**config.mk**
```make
export PLATFORM = sky130hd
export DESIGN_NAME = sha_digest_axis_tx
export DESIGN_NICKNAME = d
export VERILOG_FILES = /design/src/rtl/sha_axis_pkg.sv /design/src/rtl/sha_digest_beat_mux.sv /design/src/rtl/sha_digest_axis_tx.sv
export SDC_FILE = /design/constraint.sdc
export NUM_CORES = 1
export LEC_CHECK = 0
export ABC_AREA = 1
export CAP_MARGIN = 20
export CORE_AREA = 2 2 628 630
export CTS_CLUSTER_DIAMETER = 30
export DETAILED_ROUTE_END_ITERATION = 12
export DIE_AREA = 0 0 630 632
export GPL_TIMING_DRIVEN = 1
export PLACE_DENSITY = 0.31
export SYNTH_ARGS = -nofsm -noshare
export SYNTH_HDL_FRONTEND = slang
export SYNTH_SLANG_ARGS = --single-unit
```
**constraint.sdc**
```tcl
create_clock -name ACLK -period 2.91 [get_ports ACLK]
set_clock_uncertainty 0.05 [all_clocks]
set_input_delay 0.873 -clock ACLK [delete_from_list [all_inputs] [get_ports ACLK]]
set_output_delay 0.873 -clock ACLK [all_outputs]
set_load 0.02 [all_outputs]
```
**src/rtl/sha_axis_pkg.sv**
```systemverilog
// Shared SHA-3 AXI-Stream package: digest modes, Keccak state type and digest sizing.
// Used by the digest transmitter and by the input-side transmitter/receiver.
package sha_axis_pkg;

    localparam int LANE_W       = 64;
    localparam int DIGEST_LANES = 8;
    localparam int DIGEST_W     = LANE_W * DIGEST_LANES;
    localparam int NBYTES_W     = 7;
    localparam int BEAT_W       = 7;

    typedef logic [4:0][4:0][LANE_W-1:0] keccak_state_t;

    typedef enum logic [1:0] {
        SHA3_224 = 2'd0,
        SHA3_256 = 2'd1,
        SHA3_384 = 2'd2,
        SHA3_512 = 2'd3
    } sha_mode_t;

    typedef enum logic {
        TX_IDLE = 1'b0,
        TX_SEND = 1'b1
    } sha_tx_state_t;

    function automatic logic [NBYTES_W-1:0] digest_bytes(input sha_mode_t m);
        case (m)
            SHA3_224: digest_bytes = 7'd28;
            SHA3_256: digest_bytes = 7'd32;
            SHA3_384: digest_bytes = 7'd48;
            default:  digest_bytes = 7'd64;
        endcase
    endfunction

endpackage

```
**src/rtl/sha_digest_beat_mux.sv**
```systemverilog
// Selects one AXI-Stream beat out of the 512-bit digest register and derives TKEEP/TLAST.
// Define SHA_DIGEST_BYTESWAP_EN to place the first digest byte of each beat in the MSB byte.
module sha_digest_beat_mux
    import sha_axis_pkg::*;
#(
    parameter int DATA_WIDTH = 16
) (
    input  logic [DIGEST_W-1:0]     digest,
    input  logic [BEAT_W-1:0]       beat,
    input  logic [NBYTES_W-1:0]     nbytes,
    output logic [DATA_WIDTH-1:0]   tdata,
    output logic [DATA_WIDTH/8-1:0] tkeep,
    output logic                    tlast
);

    localparam int BPB     = DATA_WIDTH / 8;
    localparam int BPB_LOG = $clog2(BPB);
    localparam int IDX_W   = 10;

    logic [7:0]            dbyte [DIGEST_LANES*8];
    logic [IDX_W-1:0]      base;
    logic [DATA_WIDTH-1:0] lin_data;
    logic [BPB-1:0]        lin_keep;
    logic [7:0]            nb_sum;
    logic [7:0]            nbeats;

    generate
        for (genvar j = 0; j < DIGEST_LANES*8; j++) begin : g_bytes
            assign dbyte[j] = digest[8*j +: 8];
        end
    endgenerate

    assign base = IDX_W'(beat) << BPB_LOG;

    // Bytes past the end of a short digest are driven zero with their keep bit cleared.
    always_comb begin
        lin_data = '0;
        lin_keep = '0;
        for (int i = 0; i < BPB; i++) begin
            if (IDX_W'(i) + base < IDX_W'(nbytes)) begin
                lin_data[8*i +: 8] = dbyte[6'(base + IDX_W'(i))];
                lin_keep[i]        = 1'b1;
            end
        end
    end

`ifdef SHA_DIGEST_BYTESWAP_EN
    generate
        for (genvar p = 0; p < BPB; p++) begin : g_swap
            assign tdata[8*p +: 8] = lin_data[8*(BPB-1-p) +: 8];
            assign tkeep[p]        = lin_keep[BPB-1-p];
        end
    endgenerate
`else
    assign tdata = lin_data;
    assign tkeep = lin_keep;
`endif

    assign nb_sum = {1'b0, nbytes} + 8'(BPB - 1);
    assign nbeats = nb_sum >> BPB_LOG;
    assign tlast  = (({1'b0, beat} + 8'd1) == nbeats);

endmodule

```
**src/rtl/sha_digest_axis_tx.sv**
```systemverilog
// Captures the final Keccak state, truncates it to the SHA-3 digest length and streams it out
// over AXI-Stream. Optional macro SHA_DIGEST_BYTESWAP_EN reverses bytes within each beat.
module sha_digest_axis_tx
    import sha_axis_pkg::*;
#(
    parameter int DATA_WIDTH = 16,
    parameter int ID_WIDTH   = 2
) (
    input  logic                    ACLK,
    input  logic                    ARESETn,
    input  keccak_state_t           state_in,
    input  logic                    state_valid,
    output logic                    state_ready,
    input  logic [1:0]              mode,
    input  logic [ID_WIDTH-1:0]     id_in,
    input  logic                    TREADY,
    output logic                    TVALID,
    output logic [DATA_WIDTH-1:0]   TDATA,
    output logic [DATA_WIDTH/8-1:0] TKEEP,
    output logic                    TLAST,
    output logic [ID_WIDTH-1:0]     TID,
    output logic [3:0]              TUSER,
    output logic                    busy,
    output sha_tx_state_t           dbg_state
);

    localparam int KEEP_W = DATA_WIDTH / 8;

    sha_tx_state_t         state;
    logic [DIGEST_W-1:0]   digest_q;
    logic [DIGEST_W-1:0]   capture;
    logic [DIGEST_W-1:0]   mux_digest;
    logic [BEAT_W-1:0]     beat_q;
    logic [BEAT_W-1:0]     mux_beat;
    logic [NBYTES_W-1:0]   nbytes_q;
    logic [NBYTES_W-1:0]   mux_nbytes;
    logic [DATA_WIDTH-1:0] mux_tdata;
    logic [KEEP_W-1:0]     mux_tkeep;
    logic                  mux_tlast;
    logic                  unused_lanes;

    // Only lanes 0..7 (x+5y) can contribute to a digest of at most 512 bits.
    generate
        for (genvar l = 0; l < DIGEST_LANES; l++) begin : g_capture
            assign capture[l*LANE_W +: LANE_W] = state_in[l/5][l%5];
        end
    endgenerate
    assign unused_lanes = ^{state_in[4:2], state_in[1][4:3]};

    // In IDLE the mux looks at the incoming state so beat 0 is ready at capture time;
    // in SEND it looks one beat ahead of the registered outputs.
    always_comb begin
        mux_digest = digest_q;
        mux_beat   = beat_q + BEAT_W'(1);
        mux_nbytes = nbytes_q;
        if (state == TX_IDLE) begin
            mux_digest = capture;
            mux_beat   = '0;
            mux_nbytes = digest_bytes(sha_mode_t'(mode));
        end
    end

    sha_digest_beat_mux #(
        .DATA_WIDTH(DATA_WIDTH)
    ) u_beat_mux (
        .digest (mux_digest),
        .beat   (mux_beat),
        .nbytes (mux_nbytes),
        .tdata  (mux_tdata),
        .tkeep  (mux_tkeep),
        .tlast  (mux_tlast)
    );

    // Handshake: a beat transfers on a rising ACLK with TVALID && TREADY; once TVALID is high it
    // stays high and TDATA/TKEEP/TLAST/TID/TUSER hold until that transfer. state_valid is taken
    // whenever state_ready (IDLE) is high at the clock edge.
    always_ff @(posedge ACLK or negedge ARESETn) begin
        if (!ARESETn) begin
            state    <= TX_IDLE;
            digest_q <= '0;
            nbytes_q <= '0;
            beat_q   <= '0;
            TVALID   <= 1'b0;
            TDATA    <= '0;
            TKEEP    <= '0;
            TLAST    <= 1'b0;
            TID      <= '0;
            TUSER    <= '0;
        end else begin
            case (state)
                TX_IDLE: begin
                    if (state_valid) begin
                        digest_q <= capture;
                        nbytes_q <= mux_nbytes;
                        beat_q   <= '0;
                        TVALID   <= 1'b1;
                        TDATA    <= mux_tdata;
                        TKEEP    <= mux_tkeep;
                        TLAST    <= mux_tlast;
                        TID      <= id_in;
                        TUSER    <= {2'b00, mode};
                        state    <= TX_SEND;
                    end
                end
                TX_SEND: begin
                    if (TVALID && TREADY) begin
                        if (TLAST) begin
                            TVALID <= 1'b0;
                            TLAST  <= 1'b0;
                            TDATA  <= '0;
                            TKEEP  <= '0;
                            state  <= TX_IDLE;
                        end else begin
                            beat_q <= mux_beat;
                            TDATA  <= mux_tdata;
                            TKEEP  <= mux_tkeep;
                            TLAST  <= mux_tlast;
                        end
                    end
                end
                default: state <= TX_IDLE;
            endcase
        end
    end

    assign state_ready = (state == TX_IDLE);
    assign busy        = (state == TX_SEND);
    assign dbg_state   = state;

endmodule

```
* Word level (Yosys, flattened, before mapping)
Index checks and enable logic that the tools add are counted.
** Word-level totals
- Register bits :: 551
- Logic and storage cells :: 72
** Operators by class
- Reductions and logical operators :: 6
- Multiplexer cells :: 38
- Add/subtract/negate cells :: 4
- Magnitude comparators :: 4
- Equal/unequal tests :: 7
- Bitwise gates (word level) :: 3
** Operators with widths (count)
- 2-to-1 mux 512 bit :: 1
- binary-select mux 8 bit (select 6 bit) :: 2
- 2-to-1 mux 16 bit :: 3
- 2-to-1 mux 8 bit :: 6
- 2-to-1 mux 7 bit :: 5
- case mux 16 bit (2 select lines) :: 1
- case mux 7 bit (3 select lines) :: 1
- adder 7 x 1 -> 8 bit (second input constant) :: 2
- greater-or-equal comparator 7 bit (second input constant) :: 2
- NOT 6 -> 7 bit :: 2
- case mux 7 bit (2 select lines) :: 1
- 2-to-1 mux 1 bit :: 11
- < comparator 10 x 7 -> 1 bit :: 1
- adder 1 x 8 -> 9 bit (first input constant) :: 1
- == test 8 x 7 -> 1 bit :: 1
- < comparator 8 x 7 -> 1 bit :: 1
- adder 7 x 1 -> 7 bit (second input constant) :: 1
- 2-to-1 mux 2 bit :: 3
- != test 2 bit (second input constant) :: 3
- case mux 1 bit (2 select lines) :: 3
- AND reduction 3 bit :: 2
- case mux 2 bit (2 select lines) :: 1
- AND reduction 2 bit :: 2
- == test 2 x 1 -> 1 bit (second input constant) :: 1
- 5 further kinds :: 5

* Logic depth before layout (Yosys ltp)
Gate-level depths: netlist of the first run.
- Depth after elaboration :: 11
- Depth in mapped cells :: 16
- Mapped depth without buffers :: 15

* Cells and area by module
Synthesis of the first run repeated with hierarchy kept, for this count alone.
** Unflattened totals
- Cells, all modules :: 4802
- Area, all modules :: 32456.1 sq um
** Modules (own cells, without submodules)
- sha_digest_axis_tx :: times used 1, area an instance 26676.8 sq um, cells an instance 3518
- sha_digest_beat_mux :: times used 1, area an instance 5779.3 sq um, cells an instance 1284

* Least setup slack after synthesis of the first run
OpenSTA, ideal clock, no wires.
- Kind :: input port to flip-flop
- From :: in mode[0]
- To :: reg TDATA[4]
- Data required time :: 2.794 ns
- Data arrival time :: 2.419 ns
- Slack :: 0.376 ns
- Setup time :: 0.066 ns
- Stages :: 13
- Buffers on the path :: 0
- Path through :: inv_1 ha_1 inv_1 nand2_1 o21ai_1 ha_1 a21oi_1 nor2_1 nor3_1 nand3_2 inv_2 nand3_1 nand2_1
** On the way
- Longest elaborated chain between the ends :: 8
- Elaborated cells between the ends (all ways) :: 11
- Those cells by class :: 1 x order compare; 2 x eq/ne; 7 x mux; 1 x reduce/logical
** Ends and longest elaborated chain
- from (decl) :: line sha_digest_axis_tx.sv:14 : input logic [1:0] mode,
- == test 2 bit (tied with other cells) :: line sha_axis_pkg.sv:26 : case (m)
- case mux 7 bit (3 select lines) (*) :: line sha_axis_pkg.sv:26
- 2-to-1 mux 7 bit (*) :: line sha_digest_axis_tx.sv:56 : if (state == TX_IDLE) begin
- < comparator 8 x 7 -> 1 bit (*) :: line sha_digest_beat_mux.sv:40 : if (IDX_W'(i) + base < IDX_W'(nbytes)) begin
- 2-to-1 mux 8 bit (*) :: line sha_digest_beat_mux.sv:40
- 2-to-1 mux 16 bit :: line sha_digest_axis_tx.sv:107 : if (TLAST) begin
- 2-to-1 mux 16 bit :: line sha_digest_axis_tx.sv:106 : if (TVALID && TREADY) begin
- case mux 16 bit (2 select lines) (*) :: line sha_digest_axis_tx.sv:90 : case (state)
- to (signal assigned) :: line sha_digest_axis_tx.sv:97 : TDATA <= mux_tdata;
- to (signal assigned) :: line sha_digest_axis_tx.sv:115 : TDATA <= mux_tdata;
- to (decl) :: line sha_digest_axis_tx.sv:18 : output logic [DATA_WIDTH-1:0] TDATA,
Mark *: on every way between the ends. The rest lies on a longest branch, timed or not. The select of a mux whose other input is x is not followed.
A chain may end at the register's enable or synchronous reset.

* Worst setup path after layout of the first run
- From :: reg beat_q[0]
- To :: reg TDATA[15]
** On the way
- Longest elaborated chain between the ends :: 11
- Elaborated cells between the ends (all ways) :: 13
- Those cells by class :: 2 x add/sub; 1 x order compare; 9 x mux; 1 x bitwise
** Ends and longest elaborated chain
- from (decl) :: line sha_digest_axis_tx.sv:33 : logic [BEAT_W-1:0] beat_q;
- from (signal assigned) :: line sha_digest_axis_tx.sv:114 : beat_q <= mux_beat;
- adder 7 x 1 -> 7 bit (*) :: line sha_digest_axis_tx.sv:54 : mux_beat = beat_q + BEAT_W'(1);
- 2-to-1 mux 7 bit (*) :: line sha_digest_axis_tx.sv:56
- adder 1 x 8 -> 9 bit (*) :: line sha_digest_beat_mux.sv:40
- NOT 6 -> 7 bit (implied by the code) :: line sha_digest_beat_mux.sv:41 : lin_data[8*i +: 8] = dbyte[6'(base + IDX_W'(i))];
- binary-select mux 8 bit (select 6 bit) :: line sha_digest_beat_mux.sv:41
- 2-to-1 mux 8 bit (implied by the code) (2 in series) :: line sha_digest_beat_mux.sv:41
- 2-to-1 mux 8 bit (*) :: line sha_digest_beat_mux.sv:40
- 2-to-1 mux 16 bit :: line sha_digest_axis_tx.sv:107
- 2-to-1 mux 16 bit :: line sha_digest_axis_tx.sv:106
- case mux 16 bit (2 select lines) (*) :: line sha_digest_axis_tx.sv:90
Marks and branches as above.

==> metrics.cfg, run 1 <==
[run_status]
status = finished, final reports clean

[yosys]
synth_edf_count = 0
synth_top_area_cell = dfrtp_1
synth_compound_area_share_pct = 12.8
synth_commonest_cells = 1,567 x nand2_1, 551 x dfrtp_1, 404 x o21ai_0, 236 x inv_1, 148 x nand3_1
synth_xor_area_share_pct = 0
synth.area.top_cells = dfrtp_1 52%, nand2_1 22%, o21ai_0 7.6%, inv_1 3.3%, nand3_1 2.8%
yosysTopAreaCellShare_pct = 51.6
synth.most_common_cell = nand2_1
synth_top_family_by_area = simple AND/OR/NAND/NOR gates
yosys-mux-area-fraction_pct = 0
netlist_instances = 3531
seq_area_frac_synth_pct = 51.6
synth_cell_types = 35
postSynthAreaPerCell_um2 = 7.57
synthesis.area_um2 = 26700
synth-async-reset-ratio_pct = 100
yosys_register_bits = 551
synthFlopType = dfrtp_1
yosys.area_share.simple_pct = 27.4
synth_fa_ha_area_share_pct = 0.637
yosys_warnings = 0

[floorplan]
pin_count = 1637
fp-row-count = 230
dieArea_um2 = 398000
dieWidth_um = 630
core_um2 = 391000
initial_core_util_pct = 6.83
dieHeight_um = 632

[setup_path]
rr_endpoint = TDATA[15]
rrSetupSlack_ns = 0.06
required_ns = 3.51
path_buf_inv = 5
crit_type = flop to flop
critPathMaxStageDelay_ns = 0.52
crit_path_end_kind = flop
regToRegStartpoint = beat_q[0]
reg2reg_depth = 12
crit_path_start_kind = flop
path_delay_family = buffers and inverters
crit_arrival_ns = 3.45
crit_top_cell = buf_12
slowest_stage = o211ai_1
crit_chain = ha_4 -> buf_12 -> buf_12 -> buf_12 -> buf_4 -> o211ai_1 -> buf_12 -> nand3_1 -> nand3_1 -> nand2_1 -> nand3_1 -> nand2_1
cp_max_fo = 6

[sta]
rsz0062_at_grt = yes
setup_viol = 0
period_minus_slack_ns = 2.85
finalWorstSetupSlack_ns = 0.0616
slew-limit-headroom_pct = 49.8
report.final.slew_viol_count = 0
period_share_pct = 97.9
worst_pin_slew_ns = 0.750
hold_viol_final = 0
max_freq_mhz = 351

[route]
wl_mm = 187
drt_drc_violations_left = 0
viasPerCell = 2.81
wl_per_cell_um = 19.3
dr.pass1.iters = 5
ant_nets = 0
via_count = 27300
drt-initial-drc-count = 1560

[power_and_ir_drop]
clkPwrFrac_pct = 31.4
p_int_uw = 34500
comb_power_share_pct = 47.7
ir_drop_uv = 521
power.density_nw_per_um2 = 1250
seqPwrFrac_pct = 20.9
p_sw_uw = 24600
leakagePower_uw = 0.0205
sw_frac_of_total_pct = 41.7

[placement]
pre_cts_ws_ns = -0.597
portBuffers = 546
dp_cells = 9346
placed_cell_area_um2 = 40700
dp_hpwl_mm = 148
place_congestion = 0.786

[final_layout]
drive_gt1_share_pct = 14.8
fillers = 45300
num-nets-final = 5951
instances_no_fill = 9707
utilization_pct = 12.1
final_cell_area_um2 = 47200
area_growth_pct = 76.7

[global_routing]
grt.total_usage_pct = 9.17
grt_antenna_before_repair = 126
grt_pass1_wl_mm = 249
grt_pass1_vias = 28400
grt_max_degree = 83
overflow = 0

[clock_network]
cts_tree = done
insertion_delay_ns = 0.86
cts-root-buf = clkbuf_16
cts_htree_levels = 4
cts_buffers = 184
clkTransAtPathRegs_ns = 0.04
clock_path_buffers = 4
clock-sinks = 551

[run]
max_cap_violations = 0

[worst_hold_path]
min_from = digest_q[479]
hold_class = flop to flop
whs_endpoint = digest_q[479]
holdPathStages = 2

[cell type report]
type                       instances  area [um2]  share of cell area [%]
antenna                           25        62.6                   0.133
tap                             5220        6530                    13.8
timing repair buffer             835        8830                    18.7
multi-input combinational       2510       11200                    23.8
clock inverter                    43         353                   0.747
inverter                         248         962                    2.04
clock buffer                     275        5460                    11.6
sequential                       551       13800                    29.2
[worst register-to-register path, cell delays in order, from the launching register on]
cell      delay (ns)
dfrtp_4         0.49
ha_4            0.28
buf_12          0.16
buf_12          0.18
buf_12          0.13
buf_4           0.13
o211ai_1        0.52
buf_12          0.20
nand3_1         0.18
nand3_1         0.21
nand2_1         0.08
nand3_1         0.08
nand2_1         0.05
[cell families (layout without fill, tap and decap cells)]
kind of cell	count (synthesis)	in the layout
buffers and inverters	471	1401
AO/OA/AOI/OAI	629	629
AND/OR/NAND/NOR	1866	1866
adder cells (fa/ha/maj)	13	13
flip-flops	551	551
other	1	27
[flip-flops by register name, indices dropped and copies added (netlist names)]
register and count:
digest_q 512, TID 2, TLAST 1, TUSER 2, TVALID 1, busy 1, TDATA 16, TKEEP 2
beat_q 7, nbytes_q 7
[how the worst max path moves through the flow]
stage / startpoint / to / slack, ns / cells past startpoint
after floorplan: mode[0] / TDATA[4] / 0.38 / 13
after global placement: mode[0] / TDATA[13] / -0.61 / 16
after detailed placement: mode[0] / TDATA[13] / -0.60 / 16
after CTS: beat_q[0] / TDATA[7] / -0.06 / 17
after global routing: beat_q[0] / TDATA[2] / -0.05 / 10
final: beat_q[0] / TDATA[15] / 0.06 / 12
[cells in the final DEF (no fill, tap or decap), types with 35 or more instances in the layout]
cell type / count
clkdlybuf4s50_1: 535
clkbuf_1: 42
nand2_1: 1551
dfrtp_1: 549
nor2_1: 115
o211ai_1: 87
o21ai_0: 379
clkbuf_16: 188
clkbuf_8: 47
buf_4: 191
buf_12: 81
inv_1: 233
clkinv_2: 35
a21oi_1: 105
nand3_1: 129
[metrics by stage]
step	TNS, ns	power, uW	hold slack [ns]
6_report	0	59100	0.418
5_1_grt	-0.218	63400	0.413
4_1_cts	-0.0775	60400	0.373
3_5_place_dp	-9.74	39900	0.410
3_3_place_gp	-10.11	40000	0.411
2_1_floorplan	0	22700	0.394
[per-layer routing]
layer | vias to the layer above | GRT usage [%] | part of all wire, %
met4 | 56 | 3.36 | 3.7
met1 | 13000 | 12.4 | 47
li1 | 12900 | - | -
met3 | 405 | 3.01 | 7.4
met2 | 943 | 13.5 | 42
met5 | - | 0 | 0.17
[power groups by stage]
stage / clock network (uW) / logic [uW] / registers (uW)
final: 18500 / 28200 / 12400
after global routing: 19500 / 31100 / 12800
after CTS: 19100 / 29000 / 12400
after detailed placement: 0 / 27500 / 12500
after global placement: 0 / 27600 / 12400
after floorplan: 0 / 10500 / 12200
[timing repair]
action / CTS / global route
buffers inserted: 10 / 6
pin swaps: 8 / 15
endpoints found under the hold margin: 2 / 0
gates resized for setup: 65 / 57
gates cloned: 3 / 1
hold buffers: 1 / 0
endpoints found under the setup margin: 25 / 15
(Power assumes the default switching activity.)
==> run 2, diff against run 1 <==
SLEW_MARGIN = 30   (was not set)
==> run 2 against run 1 <==
- largest power group unchanged
- cell count up 0.16%
- highest routed layer unchanged
- global-route usage down 0.094 points
- non-clock buffer count up 8
- largest cell class unchanged
- first-iteration DRC count down 8.5%
- register-to-register slack about the same
- total power up 1.7%
- combinational power up 1%
- worst hold slack better by 0.00097 ns
==> metrics.cfg, run 2 (synthesized netlist as in run 1, its figures left out) <==
[run_status]
status = finished, final reports clean

[setup_path]
crit_chain = ha_4 -> buf_12 -> buf_16 -> clkbuf_16 -> o21ai_0 -> nand3_1 -> buf_4 -> nand3_1 -> buf_12 -> nand3_2 -> buf_6 -> o21bai_1
cp_max_fo = 7  ; +1
slowest_stage = dfrtp_4
required_ns = 3.59  ; +0.08 ns
crit_path_end_kind = flop
critPathMaxStageDelay_ns = 0.49  ; -0.03 ns
crit_path_start_kind = flop
crit_type = flop to flop
crit_arrival_ns = 3.52  ; +0.07 ns

[run]
max_cap_violations = 0  ; unchanged

[clock_network]
clock_path_buffers = 4  ; unchanged
clock-sinks = 551  ; unchanged
clkTransAtPathRegs_ns = 0.04  ; about the same
insertion_delay_ns = 0.79  ; -0.07 ns
cts_tree = done
cts_buffers = 184  ; unchanged
cts-root-buf = clkbuf_16
cts_htree_levels = 4  ; unchanged

[floorplan]
fp-row-count = 230  ; unchanged
dieWidth_um = 630  ; unchanged
dieArea_um2 = 398000  ; unchanged
pin_count = 1637  ; unchanged
dieHeight_um = 632  ; unchanged
core_um2 = 391000  ; unchanged
initial_core_util_pct = 6.83  ; unchanged

[route]
wl_per_cell_um = 19.3  ; +0.14%
via_count = 27400  ; +0.64%
wl_mm = 188  ; +0.31%
dr.pass1.iters = 7  ; +2
drt-initial-drc-count = 1428  ; -8.5%
ant_nets = 0  ; unchanged
viasPerCell = 2.82  ; +0.48%
drt_drc_violations_left = 0  ; unchanged

[global_routing]
grt_max_degree = 83  ; unchanged
overflow = 0  ; unchanged
grt_pass1_vias = 28300  ; -0.39%
grt_antenna_before_repair = 125  ; -0.79%
grt_pass1_wl_mm = 247  ; -0.68%
grt.total_usage_pct = 9.07  ; -0.094 points

[power_and_ir_drop]
clkPwrFrac_pct = 31.9  ; +0.5 points
power.density_nw_per_um2 = 1260  ; +1.0%
sw_frac_of_total_pct = 41.3  ; -0.41 points
p_int_uw = 35300  ; +2.5%
finalPower_uw = 60200  ; +1.7%
leakagePower_uw = 0.0207  ; +1.1%
ir_drop_uv = 562  ; +7.7%
seqPwrFrac_pct = 20.6  ; -0.3 points
comb_power_share_pct = 47.6  ; about the same
p_sw_uw = 24800  ; +0.74%

[sta]
setup_viol = 0  ; unchanged
holdWs_ns = 0.419  ; +0.000967 ns
rsz0062_at_grt = yes
worst_pin_slew_ns = 0.659  ; -0.0907 ns
period_minus_slack_ns = 2.84  ; -0.00571 ns
slew-limit-headroom_pct = 55.9  ; +6.1 points
max_freq_mhz = 352  ; +0.20%
report.final.slew_viol_count = 0  ; unchanged
period_share_pct = 97.7  ; -0.20 points
hold_viol_final = 0  ; unchanged

[final_layout]
area_growth_pct = 78.0
fillers = 45200  ; -0.27%
regMostFlops = digest_q
layout_common_cells = 1,553 x nand2_1, 549 x dfrtp_1, 528 x clkdlybuf4s50_1
final_common_cell = nand2_1
drive_gt1_share_pct = 15.3  ; +0.53 points
top_regs = digest_q: 512 flops, TDATA: 16 flops
largest_reg_flops = 512  ; unchanged
num-nets-final = 5959  ; +0.13%

[placement]
place_congestion = 0.786  ; unchanged
portBuffers = 546  ; unchanged
dp_hpwl_mm = 148  ; about the same

[worst_hold_path]
hold_class = flop to flop

run 2: changes by cell type in the layout (fill, tap and decap cells not counted), moves of 6 or more:
cell and change:
clkdlybuf4s50_1 -7, bufinv_16 +7, clkinv_2 +9, clkbuf_1 -6, nand3_2 +7, dlygate4sd2_1 +7, clkbuf_16 +9
run 2: layout make-up:
class	instances	area, um2	area share [%]
flip-flops and latches	551	13800	29.0
multi-input cells	2510	11200	23.6
repair buffers	843	8980	18.9
well taps	5220	6530	13.7
clock buffers	265	5390	11.3
inverters	248	962	2.02
clock inverters	59	601	1.26
diodes	27	67.6	0.142
run 2: power by group through the flow:
stage / clock network [uW] / registers (uW) / logic (uW)
2_1_floorplan: 0 / 12200 / 10500
3_3_place_gp: 0 / 12400 / 27600
3_5_place_dp: 0 / 12500 / 27500
4_1_cts: 19700 / 12400 / 27800
5_1_grt: 20100 / 12800 / 31600
6_report: 19200 / 12400 / 28600
run 2: per-layer routing:
| layer | up-vias | wire [um] | part of all wire [%] | GRT usage [%] |
|---|---|---|---|---|
| li1 | 12900 | - | - | - |
| met4 | 54 | 5880 | 3.1 | 2.73 |
| met1 | 13100 | 86900 | 46 | 12.2 |
| met5 | - | 331 | 0.18 | 0 |
| met3 | 380 | 15900 | 8.5 | 3.11 |
| met2 | 1004 | 79000 | 42 | 13.5 |
run 2: critical path, delay by kind of cell (launching register included):
kind / cells / cell delay [ns]
buf+inv: 6 / 0.94
compound gates: 2 / 0.60
flops: 1 / 0.49
simple gates: 3 / 0.35
fa+ha+maj: 1 / 0.29
run 2: path summary, 6_finish.rpt:
| check | slack (ns) | startpoint | end | cells after the start |
|---|---|---|---|---|
| worst max-delay path | 0.07 | beat_q[0] | TDATA[3] | 12 |
| worst min-delay path | 0.42 | digest_q[457] | digest_q[457] | 2 |
| worst max register to register | 0.07 | beat_q[0] | TDATA[3] | 12 |
| worst min register to register | 0.42 | digest_q[457] | digest_q[457] | 2 |
| max in group asynchronous | 1.27 | ARESETn | digest_q[355] | 4 |
| min in group asynchronous | 0.46 | ARESETn | digest_q[125] | 2 |
run 2: per-stage QoR:
stage | instance area (um2) | std cells | utilization (%) | setup slack (ns) | setup TNS (ns)
CTS | 46800 | 9671 | 12.0 | -0.0936 | -0.0940
detailed placement | 40700 | 9345 | 10.4 | -0.595 | -9.71
finish | 47600 | 9723 | 12.2 | 0.0673 | 0
global placement | 40700 | 9345 | 10.4 | -0.608 | -10.11
global route | 47500 | 9703 | 12.1 | -0.0582 | -0.197
floorplan | 26700 | 3532 | - | 0.376 | 0
run 2: what timing repair did:
item / 4_1_cts / 5_1_grt
gates cloned: 0 / 9
buffers inserted: 1 / 16
endpoints found under the setup margin: 32 / 16
hold buffers: 1 / 0
hold endpoints to repair: 2 / 0
gates resized for setup: 51 / 81
pin swaps: 2 / 16
